===== config.mk =====
export PLATFORM = sky130hd
export DESIGN_NAME = mem_sram_ctrl
export DESIGN_NICKNAME = d
export VERILOG_FILES = /design/src/rtl/mem_sram_ctrl.sv
export SDC_FILE = /design/constraint.sdc
export NUM_CORES = 1
export LEC_CHECK = 0
export CORE_MARGIN = 4
export CORE_UTILIZATION = 29
export CTS_CLUSTER_DIAMETER = 50
export DETAILED_ROUTE_END_ITERATION = 10
export GPL_TIMING_DRIVEN = 0
export PLACE_DENSITY = 0.85
export SYNTH_ARGS = -nofsm -noshare
export SYNTH_HDL_FRONTEND = slang
export SYNTH_SLANG_ARGS = --single-unit

===== constraint.sdc =====
create_clock -name clk_i -period 2.8 [get_ports clk_i]
set_clock_uncertainty 0.2 [all_clocks]
set_input_delay 0.56 -clock clk_i [delete_from_list [all_inputs] [get_ports clk_i]]
set_output_delay 0.56 -clock clk_i [all_outputs]
set_load 0.01 [all_outputs]

===== src/rtl/mem_sram_ctrl.sv =====
// mem_pkg request/response types and the SRAM endpoint that serves them.
// The endpoint zeroes the whole macro after reset, adds even parity per byte,
// flags out-of-range addresses and answers every grant in fixed latency.
package mem_pkg;
   localparam int MEM_AW = 32;
   localparam int MEM_DW = 32;

   typedef struct packed {
      logic              req;
      logic              we;
      logic [MEM_AW-1:0] addr;
      logic [MEM_DW-1:0] data;
      logic [MEM_DW/8-1:0] mask;
   } mem_h2d_t;

   typedef struct packed {
      logic              gnt;
      logic              valid;
      logic [MEM_DW-1:0] data;
      logic [1:0]        error;
   } mem_d2h_t;
endpackage

module mem_sram_ctrl
   import mem_pkg::*;
#(
   parameter int SRAM_AW    = 12,
   parameter int RD_LATENCY = 1,
   parameter int PARITY_EN  = 1
) (
   input  logic                         clk_i,
   input  logic                         rst_ni,
   input  mem_h2d_t                     mem_i,
   output mem_d2h_t                     mem_o,
   output logic                         init_done_o,
   output logic                         sram_req_o,
   output logic                         sram_we_o,
   output logic [SRAM_AW-1:0]           sram_addr_o,
   output logic [MEM_DW+MEM_DW/8-1:0]   sram_wdata_o,
   output logic [MEM_DW+MEM_DW/8-1:0]   sram_wmask_o,
   input  logic [MEM_DW+MEM_DW/8-1:0]   sram_rdata_i
);

   localparam int NB  = MEM_DW / 8;
   localparam int SW  = MEM_DW + NB;
   localparam int OFF = $clog2(NB);
   localparam int TOP = RD_LATENCY - 1;

   if (RD_LATENCY < 1 || RD_LATENCY > 4) begin : g_bad_latency
      $error("mem_sram_ctrl: RD_LATENCY must be in 1..4");
   end

   typedef enum logic {ST_INIT, ST_RUN} state_e;

   state_e               state_q, state_d;
   logic [SRAM_AW-1:0]   cnt_q, cnt_d;
   logic [RD_LATENCY-1:0] vld_q, we_q, oor_q;

   logic [SRAM_AW-1:0]   word;
   logic                 oor;
   logic                 gnt;
   logic [NB-1:0]        wpar;
   logic [NB-1:0]        rpar_err;
   logic [SW-1:0]        bytemask;
   logic                 unused_addr_lsb;

   assign word            = mem_i.addr[OFF+:SRAM_AW];
   assign oor             = |mem_i.addr[MEM_AW-1:OFF+SRAM_AW];
   assign unused_addr_lsb = ^mem_i.addr[OFF-1:0];
   assign init_done_o     = (state_q == ST_RUN);

   // Per-byte write parity, read parity check and byte-to-bit mask expansion.
   always_comb begin
      wpar     = '0;
      rpar_err = '0;
      bytemask = '0;
      for (int b = 0; b < NB; b++) begin
         wpar[b]            = (PARITY_EN != 0) ? ^mem_i.data[8*b+:8] : 1'b0;
         rpar_err[b]        = (PARITY_EN != 0) &&
                              ((^sram_rdata_i[8*b+:8]) != sram_rdata_i[MEM_DW+b]);
         bytemask[8*b+:8]   = {8{mem_i.mask[b]}};
         bytemask[MEM_DW+b] = mem_i.mask[b];
      end
   end

   // Sweep/run FSM: next state plus SRAM strobes. The sweep strobes are gated
   // by rst_ni so the macro sees nothing while reset is held.
   always_comb begin
      state_d      = state_q;
      cnt_d        = cnt_q;
      gnt          = 1'b0;
      sram_req_o   = 1'b0;
      sram_we_o    = 1'b0;
      sram_addr_o  = '0;
      sram_wdata_o = '0;
      sram_wmask_o = '0;
      if (state_q == ST_INIT) begin
         sram_req_o   = rst_ni;
         sram_we_o    = rst_ni;
         sram_addr_o  = cnt_q;
         sram_wmask_o = {SW{rst_ni}};
         cnt_d        = cnt_q + 1'b1;
         if (cnt_q == '1) state_d = ST_RUN;
      end else begin
         gnt = mem_i.req;
         if (mem_i.req && !oor) begin
            sram_req_o   = 1'b1;
            sram_we_o    = mem_i.we;
            sram_addr_o  = word;
            sram_wdata_o = {wpar, mem_i.data};
            sram_wmask_o = mem_i.we ? bytemask : '0;
         end
      end
   end

   // FSM state and sweep address counter.
   always_ff @(posedge clk_i or negedge rst_ni) begin
      if (!rst_ni) begin
         state_q <= ST_INIT;
         cnt_q   <= '0;
      end else begin
         state_q <= state_d;
         cnt_q   <= cnt_d;
      end
   end

   // Response tags ride a shift register aligned with the SRAM read latency.
   always_ff @(posedge clk_i or negedge rst_ni) begin
      if (!rst_ni) begin
         vld_q <= '0;
         we_q  <= '0;
         oor_q <= '0;
      end else begin
         vld_q[0] <= gnt;
         we_q[0]  <= mem_i.we;
         oor_q[0] <= oor;
         for (int i = 1; i < RD_LATENCY; i++) begin
            vld_q[i] <= vld_q[i-1];
            we_q[i]  <= we_q[i-1];
            oor_q[i] <= oor_q[i-1];
         end
      end
   end

   // Response bus: data/error only while valid, zero otherwise.
   always_comb begin
      mem_o     = '0;
      mem_o.gnt = gnt;
      if (vld_q[TOP]) begin
         mem_o.valid = 1'b1;
         if (oor_q[TOP]) begin
            mem_o.error = 2'b10;
         end else if (!we_q[TOP]) begin
            mem_o.data  = sram_rdata_i[MEM_DW-1:0];
            mem_o.error = {|rpar_err, 1'b0};
         end
      end
   end

endmodule


; After elaboration in Yosys (flattened, before gate mapping)
; Cells that the tools add are included.
; Widths: inputs -> output; s select.
[word_totals]
word_cells = 41
ram_bits = 0
latchBits = 0
inputBits = 108
memories = 0
mem_bits_ro = 0
out_inout_bits = 123
reg_bits = 16
[op_classes]
n_bitwise = 0
n_shift = 0
reduce_logical = 12
n_addsub = 1
div_mod_pow = 0
mul = 0
n_eq_ne = 5
order_cmp = 0
mux = 18
[ops]
columns = cell, n
row1 = $mux 36, 5
row2 = $reduce_xor 8->1, 8
row3 = $mux 35, 1
row4 = $mux 34, 1
row5 = $mux 32, 1
row6 = $mux 12, 2
row7 = $reduce_or 18->1, 1
row8 = $add 12x1->12 const B, 1
row9 = $eq 12x12->1 const B, 1
row10 = $mux 1, 7
row11 = $ne 1x1->1, 4
row12 = $reduce_or 4->1, 1
row13 = $mux 2, 1
row14 = $logic_and 1x1->1, 1
row15 = $logic_not 1->1, 1

; Depth between registers and ports, before layout
; Gate-level depths: netlist (run 1).
[depth]
word_depth = 6
depth_mapped = 7
mapped_depth_nobuf = 5

; Worst setup path before layout (run 1)
; Ideal clock, no wire load.
[synth_path]
path_kind = input to output
start = input mem_i[53] (netlist bit)
end = output sram_wmask_o[10]
path_buffers = 2
stages = 7
setup_slack_ns = 0.021
t_arrival_ns = 2.019
required_time_ns = 2.040
cell_sequence = or4_1 > nor3_1 > and4_1 > and2_1 > buf_6 > a31o_2 > buf_4
[synth_between]
elab_chain_cells = 5
[synth_rtl]
columns = item, line_no
row1 = start: declaration, 33  ; input mem_h2d_t mem_i,
row2 = $reduce_or 18->1, 68  ; assign oor = |mem_i.addr[MEM_AW-1:OFF+SRAM_AW];
row3 = $logic_not 1->1, 106  ; if (mem_i.req && !oor) begin
row4 = $logic_and 1x1->1, 106
row5 = $mux 36, 106
row6 = $mux 36, 97  ; if (state_q == ST_INIT) begin
row7 = end: declaration, 40  ; output logic [MEM_DW+MEM_DW/8-1:0] sram_wmask_o,
; No other way between the ends.

; Final worst setup path (run 1)
[layout_path]
start = input mem_i[58] (netlist bit)
end = output sram_wmask_o[29]
; Same word-level chain as after synthesis.

==> impl_metrics.json, run 1 <==
{
  "synth_warnings": 0,
  "rsz0062_at_grt": "yes",
  "crit_family": "buffers and inverters",
  "slowest_delay_ns": 0.43,
  "synth_seq_cells": 16,
  "dp_cells": 580,
  "drt_iter0_drc": 45,
  "critPathMostFrequentCell": "buf_6",
  "path_max_fanout": 6,
  "die_width_microns": 94.7,
  "ant_nets": 0,
  "design.die.area_sq_mm": 0.00896,
  "drv_slew": 0,
  "drtPass1Iterations": 4,
  "yosysSeqAreaShare": 0.184,
  "htree_levels": 1,
  "utilization": 0.748,
  "startpoint_type": "input port",
  "synth_nets": 363,
  "crit_slowest_cell": "clkdlybuf4s50_1",
  "numPortBuffers": 227,
  "slew_headroom": 0.566,
  "path_class": "in -> out",
  "fmax_mhz": 306,
  "fin_crit_sh": 1.17,
  "antenna_found_initial": 0,
  "cts.sinks": 16,
  "worstPathRequired_ns": 2.04,
  "status": "finished with violations",
  "clockRootBuffer": "clkbuf_8",
  "ios": 231,
  "cts_made_buffers": 3,
  "wl_microns": 11200,
  "grt_pass1_vias": 3080,
  "end_kind": "output pin",
  "start_util": 0.299,
  "postSynthCellCount": 254,
  "netlist-cell-type-count": 33,
  "synthToLayoutAreaGrowth_pct": 150,
  "std_cell_rows": 31,
  "route.detailed.wl_per_inst_microns": 18.4,
  "crit_path_cell_trace": "clkdlybuf4s50_1, nor4_2, and4_4, and2_4, buf_8, buf_6, a31o_4, buf_6, buf_6, buf_6",
  "syn_area_per_cell_sq_um": 8.58,
  "fin_area_sq_mm": 0.00546,
  "drc_errors": 0,
  "clock_tree.buffer_depth": 2,
  "dp_hpwl_microns": 7540,
  "clock_latency_ns": 0.25,
  "die_h_microns": 94.7,
  "violations": "setup timing",
  "syn_area_sq_mm": 0.00218,
  "antenna_cells": 0,
  "gp_congestion": 0.784,
  "grt_pass1_wl_microns": 15300,
  "worstPathArrival_ns": 2.51,
  "routed_via_density": 4.77,
  "core_area_sq_mm": 0.00729,
  "hold_violations": 0,
  "hp-class": "in -> async",
  "maxCapViolCount": 0,
  "tightest_slew_ns": 0.652,
  "irDropWorstVdd_v": 0.000107,
  "num_vias": 2919,
  "cts_tree": "built",
  "grt_overflow": 0,
  "power_mw": 0.980,
  "setup_viol": 86,
  "clkSlewWorstSetupHoldPaths_ns": 0.06,
  "placed_cell_area_sq_mm": 0.00457,
  "min_period_ns": 3.27,
  "drive_above_1_share": 0.454,
  "finalSetupTns_ns": -26.17,
  "grt_max_degree": 18,
  "p_leak_nw": 2.54,
  "powerDensity_mw_per_mm2": 180,
  "layout.cells.non_filler": 612,
  "track_usage": 0.218,
  "fin_nets": 623,
  "cp_num_buf_inv": 6,
  "fin_ws_ns": -0.468
}
layout by cell type, fill, tap and decap left out, types with 3 or more instances in the layout:
master	instances
clkbuf_1	3
nand2_1	5
dlygate4sd2_1	13
buf_6	125
buf_4	11
buf_2	18
and3_4	26
nand3_1	6
dfrtp_1	16
a31o_4	6
xnor3_1	4
xnor2_1	42
dlymetal6s2s_1	7
clkdlybuf4s15_1	9
a22o_1	4
xor2_1	13
and2_1	33
xnor2_2	7
clkdlybuf4s50_1	100
nor2_1	3
and3_1	11
buf_12	3
a22o_4	7
clkbuf_8	5
buf_8	3
clkbuf_2	8
registers in the layout (all words and copies together), names as in the netlist:
name	cells
vld_q	1
init_done_o	1
oor_q	1
we_q	1
cnt_q	12
synthesized netlist by cell type (all sizes together):
master | count | area (sq um)
xor2 | 14 | 123
a41oi | 1 | 8.76
nor2 | 3 | 11.3
conb | 1 | 3.75
mux2 | 1 | 11.3
dfrtp | 16 | 400
a21o | 2 | 15.0
and3 | 37 | 231
o21a | 1 | 7.51
or2 | 1 | 6.26
o21ai | 1 | 5.00
buf | 41 | 309
nor4 | 3 | 18.8
or4 | 1 | 7.51
a22o | 11 | 105
a31o | 4 | 35.0
nor3 | 1 | 5.00
nor2b | 2 | 12.5
nand4 | 1 | 6.26
inv | 2 | 7.51
xnor2 | 49 | 429
xnor3 | 4 | 90.1
and4 | 2 | 17.5
nand2 | 5 | 18.8
and2 | 34 | 213
clkbuf | 8 | 30.0
nand3 | 6 | 30.0
ha | 1 | 12.5
nor3b | 1 | 7.51
logic make-up (layout without fill, tap and decap cells):
| family | Yosys count | in the layout | share of synthesized area |
|---|---|---|---|
| other cells | 1 | 1 | 0.00172 |
| compound gates | 20 | 22 | 0.0810 |
| fa+ha+maj | 1 | 1 | 0.00574 |
| buf+inv | 51 | 308 | 0.159 |
| flops | 16 | 16 | 0.184 |
| simple gates | 97 | 97 | 0.269 |
| xor+xnor | 67 | 67 | 0.295 |
| mux | 1 | 1 | 0.00517 |
power breakdown:
| group | total [mW] | internal, mW | switching (mW) | leakage (nW) |
|---|---|---|---|---|
| Clock | 0.202 | 0.125 | 0.0772 | 0.0288 |
| Combinational | 0.545 | 0.346 | 0.200 | 2.31 |
| Sequential | 0.233 | 0.232 | 0.000948 | 0.202 |
layout make-up:
type	instances	area [sq um]
clock buffers	4	55.1
repair buffers	270	2740
fillers	490	1840
flip-flops and latches	16	400
inverters	2	7.51
plain buffers	32	310
multi-input cells	189	1820
well taps	99	124
per-layer routing:
layer | track usage | vias to the layer above | wire, microns
met2 | 0.454 | 169 | 6320
met3 | 0.0486 | 24 | 1030
met5 | 0 | - | 0
met1 | 0.205 | 1375 | 3600
li1 | - | 1351 | -
met4 | 0.0625 | 0 | 295
per-stage QoR:
stage / worst slack (ns) / hold WS [ns]
after CTS: -0.395 / 0.143
after detailed placement: -1.05 / 0.289
after global placement: -0.970 / 0.283
after global routing: -0.575 / 0.164
final: -0.468 / 0.127
after floorplan: 0.0209 / 0.0644
worst paths after layout:
kind,start,end,slack [ns],cells past startpoint
worst max-delay path,mem_i[58],sram_wmask_o[29],-0.47,10
worst min-delay path,rst_ni,cnt_q[3],0.13,1
worst max register to register,init_done_o,init_done_o,1.01,3
worst min register to register,cnt_q[0],cnt_q[0],0.30,1
max in group asynchronous,rst_ni,cnt_q[10],1.97,1
min in group clk_i,cnt_q[0],cnt_q[0],0.30,1
what timing repair did:
item                       in CTS  in global routing
setup endpoints to repair     118                118
pin swaps                      42                 31
cloned                          4                  3
setup buffers                  31                 10
hold buffers                    0                  0
gates resized for setup       539                109
(Power assumes the default switching activity.)
==> run 2, diff against run 1 <==
RECOVER_POWER = 100   (was not set)
==> results of run 2 <==
Final layout, timing and power as in run 1 (identical DEF).
